## src/rtl/fb_ctrl_pkg.sv

```systemverilog
// rtl/fb_ctrl_pkg.sv - shared types and frame geometry for the frame-buffer access controller
package fb_ctrl_pkg;

   typedef enum logic [1:0] {LIVE, ARM, FILL, FROZEN} fb_state_t;
   typedef enum logic {OWN_DISP, OWN_DEC} fb_owner_t;

   localparam int FB_W     = 320;
   localparam int FB_H     = 240;
   localparam int FB_DEPTH = FB_W * FB_H;

endpackage

```

## src/rtl/fb_rd_return_pipe.sv

```systemverilog
// rtl/fb_rd_return_pipe.sv - tracks issued port-B reads through BRAM latency and steers
// returning data to the display or decoder.
module fb_rd_return_pipe
   import fb_ctrl_pkg::*;
#(
   parameter int DATA_W     = 16,
   parameter int RD_LATENCY = 2
) (
   input  logic              clk_in,
   input  logic              rst_n_in,
   input  logic              en_in,
   input  fb_owner_t         owner_in,
   input  logic [DATA_W-1:0] ram_dout_in,
   output logic              disp_valid_out,
   output logic [DATA_W-1:0] disp_data_out,
   output logic              dec_rvalid_out,
   output logic [DATA_W-1:0] dec_data_out
);

   logic [RD_LATENCY-1:0] vld;
   logic [RD_LATENCY-1:0] own_dec;

   always_ff @(posedge clk_in or negedge rst_n_in) begin
      if (!rst_n_in) begin
         vld     <= '0;
         own_dec <= '0;
      end else begin
         vld[0]     <= en_in;
         own_dec[0] <= (owner_in == OWN_DEC);
         for (int i = 1; i < RD_LATENCY; i++) begin
            vld[i]     <= vld[i-1];
            own_dec[i] <= own_dec[i-1];
         end
      end
   end

   // Data is forced to zero whenever its consumer has no valid beat.
   assign disp_valid_out = vld[RD_LATENCY-1] & ~own_dec[RD_LATENCY-1];
   assign dec_rvalid_out = vld[RD_LATENCY-1] &  own_dec[RD_LATENCY-1];
   assign disp_data_out  = disp_valid_out ? ram_dout_in : '0;
   assign dec_data_out   = dec_rvalid_out ? ram_dout_in : '0;

endmodule

```

## src/rtl/fb_access_ctrl.sv

```systemverilog
// rtl/fb_access_ctrl.sv - frame-buffer write gating, snapshot sequencing and port-B arbitration.
// Optional forced release after HOLD_FRAMES frozen frames: define FBCTRL_TIMEOUT_EN.
module fb_access_ctrl
   import fb_ctrl_pkg::*;
#(
   parameter int ADDR_W      = 17,
   parameter int DATA_W      = 16,
   parameter int RD_LATENCY  = 2,
   parameter int HOLD_FRAMES = 60
) (
   input  logic              clk_in,
   input  logic              rst_n_in,
   input  logic              cam_we_in,
   input  logic              cam_frame_done_in,
   output logic              fb_we_out,
   input  logic              capture_req_in,
   input  logic              release_in,
   output logic              frozen_out,
   output logic              timeout_out,
   input  logic              disp_en_in,
   input  logic [ADDR_W-1:0] disp_addr_in,
   input  logic              dec_req_in,
   input  logic [ADDR_W-1:0] dec_addr_in,
   output logic              dec_gnt_out,
   output logic [ADDR_W-1:0] ram_addr_out,
   output logic              ram_en_out,
   input  logic [DATA_W-1:0] ram_dout_in,
   output logic              disp_valid_out,
   output logic [DATA_W-1:0] disp_data_out,
   output logic              dec_rvalid_out,
   output logic [DATA_W-1:0] dec_data_out
);

   fb_state_t state;
   fb_owner_t ram_owner;
   logic      timeout_hit;

   if (RD_LATENCY < 1 || RD_LATENCY > 4 || HOLD_FRAMES < 1 || (2 ** ADDR_W) < FB_DEPTH) begin : g_bad_cfg
      $error("fb_access_ctrl: unsupported parameter set");
   end

`ifdef FBCTRL_TIMEOUT_EN
   logic [7:0] frame_cnt;

   always_ff @(posedge clk_in or negedge rst_n_in) begin
      if (!rst_n_in) begin
         frame_cnt <= '0;
      end else if (state == FILL && cam_frame_done_in && !release_in) begin
         frame_cnt <= '0;
      end else if (state == FROZEN && cam_frame_done_in && frame_cnt != 8'hFF) begin
         frame_cnt <= frame_cnt + 8'd1;
      end
   end

   // Fires on the frame_done that brings the frozen count up to HOLD_FRAMES.
   assign timeout_hit = frozen_out & cam_frame_done_in & ~release_in &
                        ((int'(frame_cnt) + 1) >= HOLD_FRAMES);
`else
   assign timeout_hit = 1'b0;
`endif

   always_ff @(posedge clk_in or negedge rst_n_in) begin
      if (!rst_n_in) begin
         state       <= LIVE;
         frozen_out  <= 1'b0;
         timeout_out <= 1'b0;
      end else begin
         timeout_out <= 1'b0;
         case (state)
            LIVE: begin
               if (capture_req_in) state <= ARM;
            end
            ARM: begin
               if (release_in)             state <= LIVE;
               else if (cam_frame_done_in) state <= FILL;
            end
            FILL: begin
               if (release_in) begin
                  state <= LIVE;
               end else if (cam_frame_done_in) begin
                  state      <= FROZEN;
                  frozen_out <= 1'b1;
               end
            end
            FROZEN: begin
               if (release_in || timeout_hit) begin
                  state       <= LIVE;
                  frozen_out  <= 1'b0;
                  timeout_out <= timeout_hit;
               end
            end
            default: begin
               state      <= LIVE;
               frozen_out <= 1'b0;
            end
         endcase
      end
   end

   // The write coincident with FROZEN entry still sees FILL and passes.
   assign fb_we_out   = cam_we_in & (state != FROZEN);
   assign dec_gnt_out = dec_req_in & frozen_out & ~disp_en_in & ~release_in & ~timeout_hit;

   always_ff @(posedge clk_in or negedge rst_n_in) begin
      if (!rst_n_in) begin
         ram_addr_out <= '0;
         ram_en_out   <= 1'b0;
         ram_owner    <= OWN_DISP;
      end else if (disp_en_in) begin
         ram_addr_out <= disp_addr_in;
         ram_en_out   <= 1'b1;
         ram_owner    <= OWN_DISP;
      end else if (dec_gnt_out) begin
         ram_addr_out <= dec_addr_in;
         ram_en_out   <= 1'b1;
         ram_owner    <= OWN_DEC;
      end else begin
         ram_en_out   <= 1'b0;
      end
   end

   fb_rd_return_pipe #(
      .DATA_W     (DATA_W),
      .RD_LATENCY (RD_LATENCY)
   ) u_rd_return_pipe (
      .clk_in         (clk_in),
      .rst_n_in       (rst_n_in),
      .en_in          (ram_en_out),
      .owner_in       (ram_owner),
      .ram_dout_in    (ram_dout_in),
      .disp_valid_out (disp_valid_out),
      .disp_data_out  (disp_data_out),
      .dec_rvalid_out (dec_rvalid_out),
      .dec_data_out   (dec_data_out)
   );

endmodule

```

## config.mk

```make
export PLATFORM = sky130hd
export DESIGN_NAME = fb_access_ctrl
export DESIGN_NICKNAME = d
export VERILOG_FILES = /design/src/rtl/fb_ctrl_pkg.sv /design/src/rtl/fb_rd_return_pipe.sv /design/src/rtl/fb_access_ctrl.sv
export SDC_FILE = /design/constraint.sdc
export NUM_CORES = 1
export LEC_CHECK = 0
export CORE_MARGIN = 3
export CORE_UTILIZATION = 35
export CTS_BUF_LIST = sky130_fd_sc_hd__clkbuf_8
export DETAILED_ROUTE_END_ITERATION = 7
export GPL_ROUTABILITY_DRIVEN = 0
export PLACE_DENSITY = 0.83
export SLEW_MARGIN = 20
export SYNTH_ARGS = -nofsm -noshare
export SYNTH_HDL_FRONTEND = slang
export SYNTH_HIERARCHICAL = 1
export SYNTH_SLANG_ARGS = --single-unit
```

## constraint.sdc

```tcl
create_clock -name clk_in -period 1.3 [get_ports clk_in]
set_input_delay 0.195 -clock clk_in [delete_from_list [all_inputs] [get_ports clk_in]]
set_output_delay 0.195 -clock clk_in [all_outputs]
set_load 0.005 [all_outputs]
```

==> flow_summary.ini <==
[clock_network]
clockBufferDepth = 2
insertion_delay_ns = 0.27
cts_num_sinks = 26
cts_tree = yes
cts-root-buf = clkbuf_8
numCtsBuffers = 3
clk_pin_slew_ns = 0.10
htreeDepth = 1

[floorplanning]
die_area_um2 = 5100
core_um2 = 4058
num_io_pins = 114
rows = 23
chipHeight_um = 71.42
die_w_um = 71.42
initial_core_util_pct = 36.91

[layout]
layout_common_cells = clkdlybuf4s50_1 (57), buf_2 (31), dfrtp_1 (25)
drive_gt1_share_pct = 32.03
fin_nets = 340
mostFrequentLayoutCell = clkdlybuf4s50_1
final_util_pct = 68.09
multi_input_area_um2 = 828.3
area_growth_pct = 84.46
fillers = 330
n_antenna_cell = 0
fin_cells = 331
final-seq-area_um2 = 651.9

[setup_path]
critPathKind = reg2out
critPathMaxStageDelay_ns = 0.44
worstSetupEndpointType = output pin
reg2reg_slack_ns = 0.01
start_kind = flop
critPathTopFamily = flip-flops
path_buf_inv = 2
r2r-start = frozen_out
cp_max_fo = 17
cpMaxStageDelayCell = dfrtp_2
crit_start = u_rd_return_pipe/own_dec[1]
cp.required_ns = 1.11
crit_arrival_ns = 1.18
cp_cell_sequence = buf_6, and3_1, buf_2

[power]
power.internal_uw = 1779
power_density_nw_per_um2 = 867.9
p_switching_uw = 619.1
power.share.sequential_pct = 39.1
ir_worst_vdd_uv = 502.6
p_sw_share_pct = 25.82
p_clk_share_pct = 27.9
p_leak_uw = 0.001334
p_comb_share_pct = 33.1

[logic_synthesis]
seq_area_frac_synth_pct = 43.44
yosys_warnings = 6
synth_cells = 161
syn_area_per_cell_um2 = 9.302
syn_nets = 219
ys_types = 23
synth-seq-cells = 26
synth_top_cells_by_area = dfrtp_1 (43%), and3b_1 (8.8%), a21oi_1 (8.7%)
synth.cell_area_um2 = 1498
yosys.area.top_type_share_pct = 43.44
synth_area_leader_cell = dfrtp_1

[timing]
worst_slack_ns = -0.07539
min_period_ns = 1.375
rsz0062_at_grt = yes
fin_worst_skew_ns = 0.01087
finalHoldWorstSlack_ns = 0.2548
setup_tns_ns = -1.831
fmax_mhz = 727.1
setup_viol = 34
hold_viol = 0
fin_crit_sh_pct = 105.8
final_max_slew_viol_count = 0

[placement]
hpwl_mm = 3.218
numPortBuffers = 112
place_inst = 321

[route]
drt-vias-per-instance = 4.849
vias = 1605
drtIter0Drc = 21
ant_nets = 0
drc = 0
dr.pass1.iters = 4
avgRoutedWirePerCell_um = 14.08
wirelength_mm = 4.660

[global_routing]
grt_pass1_vias = 1493
grt_first_pass_wirelength_mm = 7.072
overflow = 0
grt_max_degree = 35
antenna_found_initial = 0
grtUsageTotal_pct = 16.77

[status]
status = complete, but fails checks
violations = setup timing

[job]
cap_violations = 0

[worst_hold_path]
min_path_type = in2async
==> synthesized netlist by cell type <==
cell      count
buf_2         4
buf_12        1
a21oi_1      26
o21ai_0       2
a31oi_1       1
buf_6         4
buf_4         3
conb_1        1
nor2b_1      18
a21oi_2       9
mux2i_1       1
nor2_1        5
clkbuf_1      2
and2_1        1
inv_1         1
nand3b_2      1
and3_1       16
dfrtp_1      26
and3b_2       2
nand2_1      20
and3b_1      15
a21boi_0      1
nand2b_1      1
==> area by class of cell <==
type,instances,share of cell area [%]
Timing Repair Buffer,130,41.44
Multi-Input combinational cell,120,29.98
Sequential cell,26,23.60
Tap cell,50,2.264
Clock buffer,3,1.495
Clock inverter,1,1.087
Inverter,1,0.1359
==> state kept, by name (all words and copies together), names as in the netlist <==
register,cells
u_rd_return_pipe/vld,2
state,2
u_rd_return_pipe/own_dec,2
ram_addr_out,17
ram_owner,1
frozen_out,1
ram_en_out,1
==> per-layer routing <==
metal / vias to the layer above / share of wire [%] / global-route usage [%]
li1: 784 / - / -
met1: 730 / 39 / 21.09
met2: 87 / 47 / 26.84
met3: 4 / 13 / 6.732
met4: 0 / 0.82 / 4.384
met5: - / 0 / 0
==> worst reg2reg max path, cell delays in order (launching register included) <==
cell and delay (ns):
dfrtp_1 0.42, buf_6 0.14, and3b_2 0.24, buf_6 0.15, a21oi_2 0.14, a21oi_1 0.10
==> path summary, 6_finish.rpt <==
| path | to | depth (start not counted) |
|---|---|---|
| worst min-delay path | state[0] | 2 |
| worst max-delay path | dec_data_out[1] | 3 |
| worst min register to register | u_rd_return_pipe/vld[1] | 0 |
| max in group asynchronous | ram_en_out | 2 |
| min in group clk_in | u_rd_return_pipe/vld[1] | 0 |
| worst max register to register | ram_addr_out[13] | 5 |
==> power by group through the flow <==
stage                     Clock (uW)  Sequential, uW  Combinational, uW
final                            668             937                793
after global routing             718             948                862
after CTS                        688             934                776
after detailed placement           0             951                820
after global placement             0             949                811
after floorplan                    0             964                279
==> through the flow <==
step,setup WS (ns),power [uW],area (um2)
6_report,-0.07539,2398,2763
5_1_grt,-0.1206,2528,2763
4_1_cts,-0.1897,2398,2695
3_5_place_dp,-0.3200,1771,2694
3_3_place_gp,-0.3229,1760,2694
2_1_floorplan,0.1483,1243,1498
==> cell families (layout without fill, tap and decap cells) <==
kind of cell | Yosys count | count (layout) | synth area share [%]
multiplexers | 1 | 1 | 0.6684
AO/OA/AOI/OAI | 39 | 39 | 15.54
AND/OR/NAND/NOR | 79 | 79 | 32.16
buffers and inverters | 15 | 135 | 7.936
flip-flops | 26 | 26 | 43.44
other | 1 | 1 | 0.2504
==> timing repair <==
item	4_1_cts	5_1_grt
cloned	2	2
hold buffers	0	0
gates resized for setup	168	36
buffers inserted	5	0
pin swaps	1	9
endpoints found under the setup margin	55	45
No activity file was read; power rests on OpenSTA's default activity.
